[src/rtl/rca_att_programmer.sv]
// rca_att_programmer
//   Programs one entry of the RCA trigger table through a field-write
//   handshake. Every request first clears the entry's valid field. For an
//   install it then writes the SBB address, the loop-start address, and
//   finally sets valid, so the table never holds a valid entry that mixes
//   old and new addresses.
//
// Ports
//   clk, rst              rising-edge clock, synchronous active-high reset
//   req_valid/req_ready   request handshake (ready only while idle)
//   req_rca_id            target entry; the extra MSB flags out-of-range ids
//   req_enable            1 = install trigger, 0 = remove trigger
//   req_sbb_addr          trigger SBB address
//   req_loop_start_addr   trigger loop-start address
//   att_wr_valid/att_ready  field write offered / accepted by the table
//   att_field_id          0 = SBB addr, 1 = loop start, 2 = valid
//   att_rca_addr          entry index (0 when no write is offered)
//   att_field_value       write data (0 when no write is offered)
//   att_done/att_ack      table write-complete / acknowledge
//   resp_valid/resp_err   one-cycle completion pulse; err = rejected id
//
// Build option
//   RCA_ATT_PROG_SHADOW_EN : keep a shadow copy of every entry and answer
//   requests that would not change the table without issuing any writes.
//
// state     | meaning
// ----------+--------------------------------------------------
// IDLE      | ready for a request
// WR_INV    | offer write: valid field = 0
// WAIT_INV  | wait for table to finish the invalidate
// WR_SBB    | offer write: SBB address
// WAIT_SBB  | wait for table to finish the SBB write
// WR_LOOP   | offer write: loop-start address
// WAIT_LOOP | wait for table to finish the loop-start write
// WR_VAL    | offer write: valid field = 1
// WAIT_VAL  | wait for table to finish the valid write
// RESP      | resp_valid pulse, then back to IDLE

module rca_att_programmer #(
  parameter int NUM_RCAS = 4,
  parameter int XLEN     = 32
) (
  input  logic                        clk,
  input  logic                        rst,
  input  logic                        req_valid,
  output logic                        req_ready,
  input  logic [$clog2(NUM_RCAS):0]   req_rca_id,
  input  logic                        req_enable,
  input  logic [XLEN-1:0]             req_sbb_addr,
  input  logic [XLEN-1:0]             req_loop_start_addr,
  output logic                        att_wr_valid,
  input  logic                        att_ready,
  output logic [1:0]                  att_field_id,
  output logic [$clog2(NUM_RCAS)-1:0] att_rca_addr,
  output logic [XLEN-1:0]             att_field_value,
  input  logic                        att_done,
  output logic                        att_ack,
  output logic                        resp_valid,
  output logic                        resp_err
);

  localparam int IDXW = $clog2(NUM_RCAS);
  localparam int IDW  = IDXW + 1;
  localparam logic [IDW-1:0] ID_LIMIT = IDW'(NUM_RCAS);

  typedef enum logic [3:0] {
    S_IDLE, S_WR_INV, S_WAIT_INV, S_WR_SBB, S_WAIT_SBB,
    S_WR_LOOP, S_WAIT_LOOP, S_WR_VAL, S_WAIT_VAL, S_RESP
  } state_t;

  state_t            r_state;
  logic [IDXW-1:0]   r_rca_id;
  logic              r_enable;
  logic [XLEN-1:0]   r_sbb;
  logic [XLEN-1:0]   r_loop;
  logic              r_req_ready;
  logic              r_att_wr_valid;
  logic [1:0]        r_att_field_id;
  logic [IDXW-1:0]   r_att_rca_addr;
  logic [XLEN-1:0]   r_att_field_value;
  logic              r_resp_valid;
  logic              r_resp_err;

  logic w_in_wait;
  logic w_id_bad;
  logic w_shadow_hit;

  assign w_in_wait = (r_state == S_WAIT_INV)  || (r_state == S_WAIT_SBB) ||
                     (r_state == S_WAIT_LOOP) || (r_state == S_WAIT_VAL);
  assign w_id_bad  = (req_rca_id >= ID_LIMIT);

`ifdef RCA_ATT_PROG_SHADOW_EN
  logic            r_sh_valid [NUM_RCAS];
  logic [XLEN-1:0] r_sh_sbb   [NUM_RCAS];
  logic [XLEN-1:0] r_sh_loop  [NUM_RCAS];
  logic [IDXW-1:0] w_req_idx;
  logic            w_sh_wr;

  assign w_req_idx    = req_rca_id[IDXW-1:0];
  // A request is redundant when the table already holds exactly what it asks for.
  assign w_shadow_hit = !w_id_bad &&
                        (req_enable ? (r_sh_valid[w_req_idx] &&
                                       (r_sh_sbb[w_req_idx]  == req_sbb_addr) &&
                                       (r_sh_loop[w_req_idx] == req_loop_start_addr))
                                    : !r_sh_valid[w_req_idx]);
  // Shadow follows the table only once a whole sequence has completed.
  assign w_sh_wr = att_done &&
                   (((r_state == S_WAIT_INV) && !r_enable) || (r_state == S_WAIT_VAL));

  always_ff @(posedge clk) begin
    if (rst) begin
      for (int i = 0; i < NUM_RCAS; i++) begin
        r_sh_valid[i] <= 1'b0;
        r_sh_sbb[i]   <= '0;
        r_sh_loop[i]  <= '0;
      end
    end else if (w_sh_wr) begin
      r_sh_valid[r_rca_id] <= (r_state == S_WAIT_VAL);
      r_sh_sbb[r_rca_id]   <= r_sbb;
      r_sh_loop[r_rca_id]  <= r_loop;
    end
  end
`else
  assign w_shadow_hit = 1'b0;
`endif

  always_ff @(posedge clk) begin
    if (rst) begin
      r_state           <= S_IDLE;
      r_rca_id          <= '0;
      r_enable          <= 1'b0;
      r_sbb             <= '0;
      r_loop            <= '0;
      r_req_ready       <= 1'b1;
      r_att_wr_valid    <= 1'b0;
      r_att_field_id    <= 2'd0;
      r_att_rca_addr    <= '0;
      r_att_field_value <= '0;
      r_resp_valid      <= 1'b0;
      r_resp_err        <= 1'b0;
    end else begin
      case (r_state)
        S_IDLE: if (req_valid) begin
          r_rca_id    <= req_rca_id[IDXW-1:0];
          r_enable    <= req_enable;
          r_sbb       <= req_sbb_addr;
          r_loop      <= req_loop_start_addr;
          r_req_ready <= 1'b0;
          if (w_id_bad || w_shadow_hit) begin
            r_state      <= S_RESP;
            r_resp_valid <= 1'b1;
            r_resp_err   <= w_id_bad;
          end else begin
            r_state           <= S_WR_INV;
            r_att_wr_valid    <= 1'b1;
            r_att_field_id    <= 2'd2;
            r_att_rca_addr    <= req_rca_id[IDXW-1:0];
            r_att_field_value <= '0;
          end
        end
        S_WR_INV, S_WR_SBB, S_WR_LOOP, S_WR_VAL: if (att_ready) begin
          // Payload returns to zero as soon as the offer is taken.
          r_att_wr_valid    <= 1'b0;
          r_att_field_id    <= 2'd0;
          r_att_rca_addr    <= '0;
          r_att_field_value <= '0;
          case (r_state)
            S_WR_INV:  r_state <= S_WAIT_INV;
            S_WR_SBB:  r_state <= S_WAIT_SBB;
            S_WR_LOOP: r_state <= S_WAIT_LOOP;
            default:   r_state <= S_WAIT_VAL;
          endcase
        end
        S_WAIT_INV: if (att_done) begin
          if (r_enable) begin
            r_state           <= S_WR_SBB;
            r_att_wr_valid    <= 1'b1;
            r_att_field_id    <= 2'd0;
            r_att_rca_addr    <= r_rca_id;
            r_att_field_value <= r_sbb;
          end else begin
            r_state      <= S_RESP;
            r_resp_valid <= 1'b1;
          end
        end
        S_WAIT_SBB: if (att_done) begin
          r_state           <= S_WR_LOOP;
          r_att_wr_valid    <= 1'b1;
          r_att_field_id    <= 2'd1;
          r_att_rca_addr    <= r_rca_id;
          r_att_field_value <= r_loop;
        end
        S_WAIT_LOOP: if (att_done) begin
          r_state           <= S_WR_VAL;
          r_att_wr_valid    <= 1'b1;
          r_att_field_id    <= 2'd2;
          r_att_rca_addr    <= r_rca_id;
          r_att_field_value <= XLEN'(1);
        end
        S_WAIT_VAL: if (att_done) begin
          r_state      <= S_RESP;
          r_resp_valid <= 1'b1;
        end
        S_RESP: begin
          r_state      <= S_IDLE;
          r_resp_valid <= 1'b0;
          r_resp_err   <= 1'b0;
          r_req_ready  <= 1'b1;
        end
        default: begin
          r_state        <= S_IDLE;
          r_req_ready    <= 1'b1;
          r_att_wr_valid <= 1'b0;
          r_resp_valid   <= 1'b0;
          r_resp_err     <= 1'b0;
        end
      endcase
    end
  end

  assign req_ready       = r_req_ready;
  assign att_wr_valid    = r_att_wr_valid;
  assign att_field_id    = r_att_field_id;
  assign att_rca_addr    = r_att_rca_addr;
  assign att_field_value = r_att_field_value;
  assign att_ack         = w_in_wait && att_done;
  assign resp_valid      = r_resp_valid;
  assign resp_err        = r_resp_err;

endmodule

[config.mk]
export PLATFORM = sky130hd
export DESIGN_NAME = rca_att_programmer
export DESIGN_NICKNAME = d
export VERILOG_FILES = /design/src/rtl/rca_att_programmer.sv
export SDC_FILE = /design/constraint.sdc
export NUM_CORES = 1
export LEC_CHECK = 0
export CAP_MARGIN = 0
export CORE_MARGIN = 2
export CORE_UTILIZATION = 45
export CTS_CLUSTER_SIZE = 25
export DETAILED_ROUTE_END_ITERATION = 10
export GPL_TIMING_DRIVEN = 0
export HOLD_SLACK_MARGIN = 0.12
export PLACE_DENSITY_LB_ADDON = 0.12
export REMOVE_ABC_BUFFERS = 1
export SYNTH_ARGS = -nofsm -noshare
export SYNTH_HDL_FRONTEND = slang
export SYNTH_SLANG_ARGS = --single-unit
[constraint.sdc]
create_clock -name clk -period 2.8 [get_ports clk]
set_input_delay 0.7 -clock clk [delete_from_list [all_inputs] [get_ports clk]]
set_output_delay 0.7 -clock clk [all_outputs]
set_load 0.02 [all_outputs]
# == Yosys cells after proc, flatten, opt, wreduce, memory -nomap -nowiden ==
# Cells that the tools add are included.
# Widths: inputs -> output; s select.
# op_classes
n_lt_le_gt_ge,1
n_bitwise,3
n_eq_ne,20
n_reduce_logical,20
mux,47
# op_table
operator,n
$mux 32,7
$pmux 32 s5,1
$mux 4,8
$mux 2,12
$pmux 4 s6,1
$ne 2x2->1 const B,10
$eq 4x3->1 const B,4
$reduce_and 7->1,2
$pmux 4 s3,1
$reduce_and 6->1,2
$mux 1,11
$pmux 2 s5,1
$eq 4x2->1 const B,2
$eq 4x4->1 const B,2
$pmux 2 s4,1
$reduce_and 8->1,1
$reduce_or 8->1,1
$reduce_or 6->1,1
$pmux 1 s5,1
$reduce_bool 5->1,1
$eq 4x1->1 const B,1
$logic_not 4->1,1
$pmux 1 s2,2
$pmux 1 s4,1
other kinds (10),16
# totals
word_cells,103
inputBits,73
reg_bits,111

# == Logic depth before layout (Yosys ltp) ==
# Gate-level depths: netlist (run 1).
# depth
ltp_word,5
ltp_mapped,8
mapped_depth_nobuf,4

# == Worst setup path before layout (run 1) ==
# No wires, ideal clock.
# synth_timing
path_kind,register to output
start,register r_state[0]
end,output port att_ack
t_required_ps,2100
path_stages_with_launch,4
n_path_buf,2
slack_ps,680
arrival_ps,1420
cell_sequence,dfxtp_1 > buf_6 > clkbuf_1 > nor4b_1
# synth_between
elab_chain_cells,5
word_cells_on_any_way,8
classes_between,eq/ne (4); reduce/logical (4)
# synth_lines
element,line_no,rtl
"start, declared",71,state_t r_state;
"start signal, assigned",129,r_state <= S_IDLE;
"start signal, assigned",150,r_state <= S_RESP;
"start signal, assigned",154,r_state <= S_WR_INV;
$eq 4x2->1 / $eq 4x3->1 (equally long branches),88,assign w_in_wait = (r_state == S_WAIT_INV) || (r_state == S_WAIT_SBB) ||
$logic_or 1x1->1 (2 in a row),88,
$logic_or 1x1->1 (*),89,(r_state == S_WAIT_LOOP) || (r_state == S_WAIT_VAL);
$logic_and 1x1->1 (*),226,assign att_ack = w_in_wait && att_done;
"end, declared",57,"output logic att_ack,"
# Mark *: on every way between the ends. The rest lies on a longest branch, timed or not.

# == Worst setup path in the final report (run 1) ==
# layout_timing
start,input port att_done
end,output port att_ack
# layout_between
elab_chain_cells,1
# layout_lines
element,line_no,rtl
"start, declared",56,"input logic att_done,"
$logic_and 1x1->1,226,
# Every way passes these cells.

==> results of run 1 <==
-- worst min-delay path, delay by kind of cell, from the launching register on --
kind,cells,cell delay [ns]
simple gates,2,0.09
flops,1,0.32
-- power groups by stage --
stage               Combinational, mW  Sequential [mW]  Clock (mW)
floorplan                        1.11             2.09           0
global placement                 1.72             2.07           0
detailed placement               1.78             2.09           0
CTS                              1.78             2.05        1.09
global route                     1.93             2.09        1.15
finish                           1.76             2.05        1.05
-- cells by family (layout without fill, tap and decap cells) --
kind of cell	count (synthesis)	in the layout	synth area share, %
xor+xnor	1	1	0.177
compound gates	134	134	17.1
mux	34	34	9.70
flops	111	111	44.9
simple gates	239	239	21.7
buf+inv	54	136	6.49
-- metal layers --
layer	vias to the layer above	routed length, um
met5	-	0
met4	0	200
met3	15	702
met2	101	5640
met1	1923	5020
li1	2089	-
-- how the worst min path moves through the flow --
stage | slack [ns] | depth (start not counted) | start | to
floorplan | 0.43 | 2 | r_sbb[10]$_SDFFE_PP0P_ | r_sbb[10]$_SDFFE_PP0P_
global placement | 0.43 | 2 | req_ready$_SDFFE_PP1P_ | req_ready$_SDFFE_PP1P_
detailed placement | 0.44 | 2 | req_ready$_SDFFE_PP1P_ | req_ready$_SDFFE_PP1P_
CTS | 0.45 | 2 | req_ready$_SDFFE_PP1P_ | req_ready$_SDFFE_PP1P_
global route | 0.48 | 2 | r_sbb[4]$_SDFFE_PP0P_ | r_sbb[4]$_SDFFE_PP0P_
finish | 0.45 | 2 | req_ready$_SDFFE_PP1P_ | req_ready$_SDFFE_PP1P_
-- registers in the layout, summed over array words and instances (netlist names), 2 cells and up --
name,count
att_field_value,32
r_loop,32
r_sbb,32
r_state,4
att_field_id,2
att_rca_addr,2
r_rca_id,2
-- area by class of cell --
cell class / instances / area [um2]
Tap cell: 140 / 175
Fill cell: 1021 / 4530
Clock inverter: 7 / 97.6
Timing Repair Buffer: 116 / 1190
Multi-Input combinational cell: 408 / 2430
Sequential cell: 111 / 2230
Clock buffer: 9 / 124
Inverter: 4 / 15.0
-- Yosys cell counts (all sizes together) (2+ instances only) --
| cell type | number | area share, % |
|---|---|---|
| inv | 4 | 0.30 |
| nand3 | 5 | 0.76 |
| mux2 | 31 | 9.1 |
| buf | 23 | 4.1 |
| mux2i | 3 | 0.61 |
| nand2b | 2 | 0.25 |
| and3 | 2 | 0.25 |
| a2111oi | 2 | 0.48 |
| o21ai | 4 | 0.40 |
| a22oi | 31 | 4.7 |
| nor2 | 37 | 2.8 |
| a31oi | 4 | 0.51 |
| or2 | 2 | 0.25 |
| a21o | 3 | 0.45 |
| nand2 | 141 | 11 |
| or3 | 2 | 0.25 |
| o211ai | 3 | 0.45 |
| clkbuf | 27 | 2.0 |
| a311oi | 2 | 0.35 |
| dfxtp | 111 | 45 |
| a211o | 2 | 0.35 |
| o21a | 3 | 0.48 |
| a21oi | 74 | 7.7 |
| nor2b | 33 | 4.2 |
| nor4 | 3 | 0.51 |
| nor3 | 8 | 0.91 |
-- metrics by stage --
step                power (mW)  setup WS [ns]  area [um2]  util (%)
floorplan                 3.20          0.400        4640         -
global placement          3.79          -3.01        5950      55.1
detailed placement        3.86         -0.403        6030      55.9
CTS                       4.91         0.0114        6260      58.0
global route              5.17         0.0688        6260      58.0
finish                    4.86          0.174        6260      58.0
-- layout by cell type (no fill, tap or decap), types with 2 or more instances in the layout --
cell type,instances
sky130_fd_sc_hd__and3_1,2
sky130_fd_sc_hd__nand2_1,140
sky130_fd_sc_hd__dfxtp_1,108
sky130_fd_sc_hd__a31oi_1,4
sky130_fd_sc_hd__clkinv_4,2
sky130_fd_sc_hd__a21o_1,3
sky130_fd_sc_hd__a311oi_1,2
sky130_fd_sc_hd__bufinv_16,2
sky130_fd_sc_hd__clkinvlp_4,2
sky130_fd_sc_hd__o21a_1,2
sky130_fd_sc_hd__nor3_1,7
sky130_fd_sc_hd__clkbuf_8,9
sky130_fd_sc_hd__a22oi_1,31
sky130_fd_sc_hd__nor2b_1,31
sky130_fd_sc_hd__nand2b_1,2
sky130_fd_sc_hd__dfxtp_2,3
sky130_fd_sc_hd__o211ai_1,3
sky130_fd_sc_hd__o21ai_0,3
sky130_fd_sc_hd__a211o_1,2
sky130_fd_sc_hd__mux2_2,4
sky130_fd_sc_hd__mux2_4,27
sky130_fd_sc_hd__a21oi_1,73
sky130_fd_sc_hd__inv_1,4
sky130_fd_sc_hd__nor2b_4,2
sky130_fd_sc_hd__mux2i_1,3
sky130_fd_sc_hd__clkdlybuf4s50_1,111
sky130_fd_sc_hd__buf_12,2
sky130_fd_sc_hd__nor2_1,37
sky130_fd_sc_hd__nand3_1,4
sky130_fd_sc_hd__nor4_1,2
-- timing repair --
action	CTS	global route
hold buffers	0	0
resized for setup	4	0
setup endpoints to repair	1	0
hold endpoints to repair	0	0
==> metrics, run 1 <==
run status completed; setup fix buffers added after clock tree synthesis 0; setup repair after global routing missed its margin false; die outline height 109 um; detail-routed net length per standard cell 14.5 um; root buf cell sky130_fd_sc_hd__clkbuf_8; Combinational Power Share 36.1%; reg2reg start r_state[0]$_SDFFE_PP0P_; global routing met2 resource utilization 33.7%; kind of end point of the critical path primary output; clock buffer depth 2; DR DRC count 0; final-layout setup total negative slack 0 ns; maximum fanout along the worst path 7; total setup violations reported at the end of the flow 0; residual antenna-violating net count after detailed routing 0; number of global-route vias before repair 3984; count of synthesis-stage warnings from yosys 0; cell with the biggest individual delay on the critical path sky130_fd_sc_hd__clkdlybuf4s50_1; synthesized instance count 573; class of the most critical hold timing path reg -> reg; total of max-cap violations 0; GR Util met1 24.4%; initial standard-cell utilization of the core 45.9%; worst hold slack after final layout 0.451 ns; Critical Path Source Type input port; last weighted congestion value of the routability-driven placer 0.826; maximum frequency from static timing analysis 381 MHz; WP data arrival 1.93 ns; number of hold-slack violations in the final timing report 0; Nets 723; number of enable-type register cells in the synthesized netlist 0; Setup crit start att_done; Least-Margin Pin Slew 0.936 ns; Non-Filler Instances 795; Switching Power 1.80 mW; largest net degree at the start of global routing 65; fraction of final layout cells with drive strength greater than 1 10.7%; clock buffer count from CTS 9; sequential share of power 42.2%; placeable core region 10800 um2; number of placed cells counting well taps 779; share of the clock period used by the worst path after layout 93.8%; critical path buffer and inverter count 2; Layout Skew 0.0121 ns; CTS HTree Levels 3; Worst VDD drop 0.612 mV; power density cells 777 nW/um2; post-synthesis async set-or-reset flop share 0%; design internal power 3.06 mW; mapped cell area 4950 um2; cells along the critical path clkdlybuf4s50_1 -> nor4b_1 -> dlygate4sd2_1; number of flip-flops and latches in the synthesized netlist 111; All-Layer GR Usage 20.2%; insertion delay to the later sink of the worst-skew pair 0.38 ns; most instantiated flip-flop cell in the synthesis netlist sky130_fd_sc_hd__dfxtp_1; Tmin final 2.63 ns; FP Rows 38; global route total overflow 0; number of cell instances on the worst register-to-register path 4; horizontal die dimension 109 um; count of unique library cells instantiated by Yosys 51; path length in cells of the critical path 3; initial antenna violation count 0; delay-heaviest family, CP buffers and inverters; max-slew violation total from the final report 0; routed wire length 11600 um; full die area 11900 um2; number of DRC markers after the initial detailed-route iteration 231; worst relative slew slack 37.4%; Clk pin slew, worst setup/hold paths 0.10 ns; met3 layer usage reported by global route 5.20%; Register-to-Register Setup Slack 0.34 ns; sequential cell area fraction in the yosys report 44.9%; worst reg2reg endpoint att_field_id[1]$_SDFFE_PP0P_; detailed-route via count 4128; Setup crit end att_ack; synthesis-to-finish area growth 26.4%; Crit Path Category in -> out; average cell area after synthesis 8.64 um2; drt via density 5.19; # diodes 0; required time at the worst-slack endpoint 2.10 ns; leakage power 2.30 nW; number of placed I/O pins 114; fraction of power spent switching nets 37.0%; routing layer with the top usage in global route met2; first-pass GRT wire length 18800 um; slowest stage delay, CP 0.60 ns; portion of total power attributed to the clock network 21.6%; Num Clock Sinks 111; TritonCTS clock tree yes; count of input and output buffers 113; DPL Wire Length 7140 um; number of search-and-repair iterations in the first detailed-routing pass 5
Note: power is estimated with default switching activity, not from simulation.
==> run 2: changes to the inputs <==
- CORE_ASPECT_RATIO: default -> 1.25
- CORE_MARGIN: 2 -> 8
==> run 2 against run 1 <==
Total power rose by 4.9%. Critical endpoint unchanged. Clock skew fell by 0.00071 ns. Critical path type unchanged. Register-to-register slack barely moved.
==> metrics, run 2 (same netlist as run 1, synthesis figures left out) <==
run status completed; maximum frequency from static timing analysis 370 MHz; share of the clock period used by the worst path after layout 96.5%; final-layout setup total negative slack 0 ns; residual antenna-violating net count after detailed routing 0; Layout Skew 0.0114 ns; total area of sequential cells 2230 um2; Crit Path Category in -> out; count of filler cells inserted in the layout 997; last weighted congestion value of the routability-driven placer 0.805; TritonCTS clock tree yes; routed wire length 12200 um; number of search-and-repair iterations in the first detailed-routing pass 4; CTS HTree Levels 3; largest net degree at the start of global routing 79; slowest stage delay, CP 0.60 ns; cts repair resizes 4; full die area 14600 um2; DR DRC count 0; count of input and output buffers 113; post-cts hold buffer count 0; cells along the critical path clkdlybuf4s50_1 -> nor4b_1 -> dlygate4sd2_1; # diodes 0; power density cells 806 nW/um2; maximum fanout along the worst path 7; fraction of final layout cells with drive strength greater than 1 10.4%; most used cells in the layout excluding fill and tap cells sky130_fd_sc_hd__nand2_1, sky130_fd_sc_hd__clkdlybuf4s50_1, sky130_fd_sc_hd__dfxtp_1; FP Rows 43; Worst VDD drop 0.399 mV; max-slew violation total from the final report 0; worst relative slew slack 12.0%; cell with the biggest individual delay on the critical path sky130_fd_sc_hd__clkdlybuf4s50_1; leakage power 2.33 nW; drt via density 5.20; initial standard-cell utilization of the core 45.3%; global route total overflow 0; Final Total Pwr 5.10 mW; Num Clock Sinks 111; horizontal die dimension 110 um; placeable core region 10900 um2; area of combinational cells with multiple inputs 2430 um2; Nets 723; Clk pin slew, worst setup/hold paths 0.07 ns; DPL Wire Length 7760 um; clock buffer depth 2; delay-heaviest family, CP buffers and inverters; synthesis-to-finish area growth 27.8%; setup fix buffers added after clock tree synthesis 0; detail-routed net length per standard cell 15.4 um; most common library cell in the layout ignoring fill and taps sky130_fd_sc_hd__nand2_1; required time at the worst-slack endpoint 2.10 ns; kind of end point of the critical path primary output; WP data arrival 2.00 ns; Tmin final 2.70 ns; All-Layer GR Usage 16.4%; number of hold-slack violations in the final timing report 0; Least-Margin Pin Slew 1.32 ns; total of max-cap violations 0; die outline height 133 um; number of global-route vias before repair 3994; class of the most critical hold timing path reg -> reg; Critical Path Source Type input port; insertion delay to the later sink of the worst-skew pair 0.34 ns; first-pass GRT wire length 19600 um; worst hold path depth 2; number of cell instances on the worst register-to-register path 4; initial antenna violation count 0; path length in cells of the critical path 3; clock buffer count from CTS 9; setup repair after global routing missed its margin false; detailed-route via count 4104; critical path buffer and inverter count 2; number of placed I/O pins 114; total setup violations reported at the end of the flow 0; root buf cell sky130_fd_sc_hd__clkbuf_16; number of DRC markers after the initial detailed-route iteration 160
run 2: cell types whose count changed in the layout (fill, tap and decap cells not counted):
cell,delta
sky130_fd_sc_hd__clkbuf_16,+9
sky130_fd_sc_hd__clkbuf_8,-9
sky130_fd_sc_hd__clkinv_4,-2
sky130_fd_sc_hd__clkinvlp_4,+2
sky130_fd_sc_hd__bufinv_16,-1
sky130_fd_sc_hd__clkinv_2,-1
sky130_fd_sc_hd__inv_8,+1
sky130_fd_sc_hd__or3_1,+1
sky130_fd_sc_hd__or3_2,-1
run 2: worst reg2reg max path, delay by kind of cell (launching register included):
family             cells  cell delay [ns]
AOI/OAI and AO/OA      2             0.82
and+or+nand+nor        2             0.80
DFF                    1             0.74
run 2: routing by layer:
layer	vias up	routed length (um)	global-route usage, %
met5	-	0	0
met4	0	86	4.74
met3	6	678	3.91
met2	105	6010	26.4
met1	1908	5390	21.1
li1	2085	-	-
run 2: stage by stage:
stage / hold slack [ns] / util, % / area, um2 / std cells / setup slack, ns
final: 0.445 / 57.9 / 6330 / 789 / 0.0969
after global routing: 0.462 / 57.9 / 6330 / 789 / 0.0263
after CTS: 0.447 / 57.9 / 6330 / 789 / 0.0902
after detailed placement: 0.436 / 55.2 / 6030 / 774 / -0.212
after global placement: 0.434 / 54.4 / 5940 / 771 / -2.91
after floorplan: 0.430 / - / 4640 / 523 / 0.400
run 2: path summary, 6_finish.rpt:
kind,startpoint,to,slack (ns)
hold reg to reg,req_ready$_SDFFE_PP1P_,req_ready$_SDFFE_PP1P_,0.45
setup / recovery,att_done,att_ack,0.1
setup reg to reg,r_state[0]$_SDFFE_PP0P_,att_field_id[1]$_SDFFE_PP0P_,0.34
hold / removal,req_ready$_SDFFE_PP1P_,req_ready$_SDFFE_PP1P_,0.45
run 2: cell type report:
type	count	area share (%)
inverter	4	0.237
multi-input combinational	408	38.3
clock inverter	6	1.13
clock buffer	9	3.56
tap	135	2.67
timing repair buffer	116	18.9
sequential	111	35.2
run 2: power by group:
group          switching [mW]  total, mW  internal, mW
registers               0.219       2.06          1.84
clock network           0.576       1.27         0.695
logic                    1.05       1.77         0.719
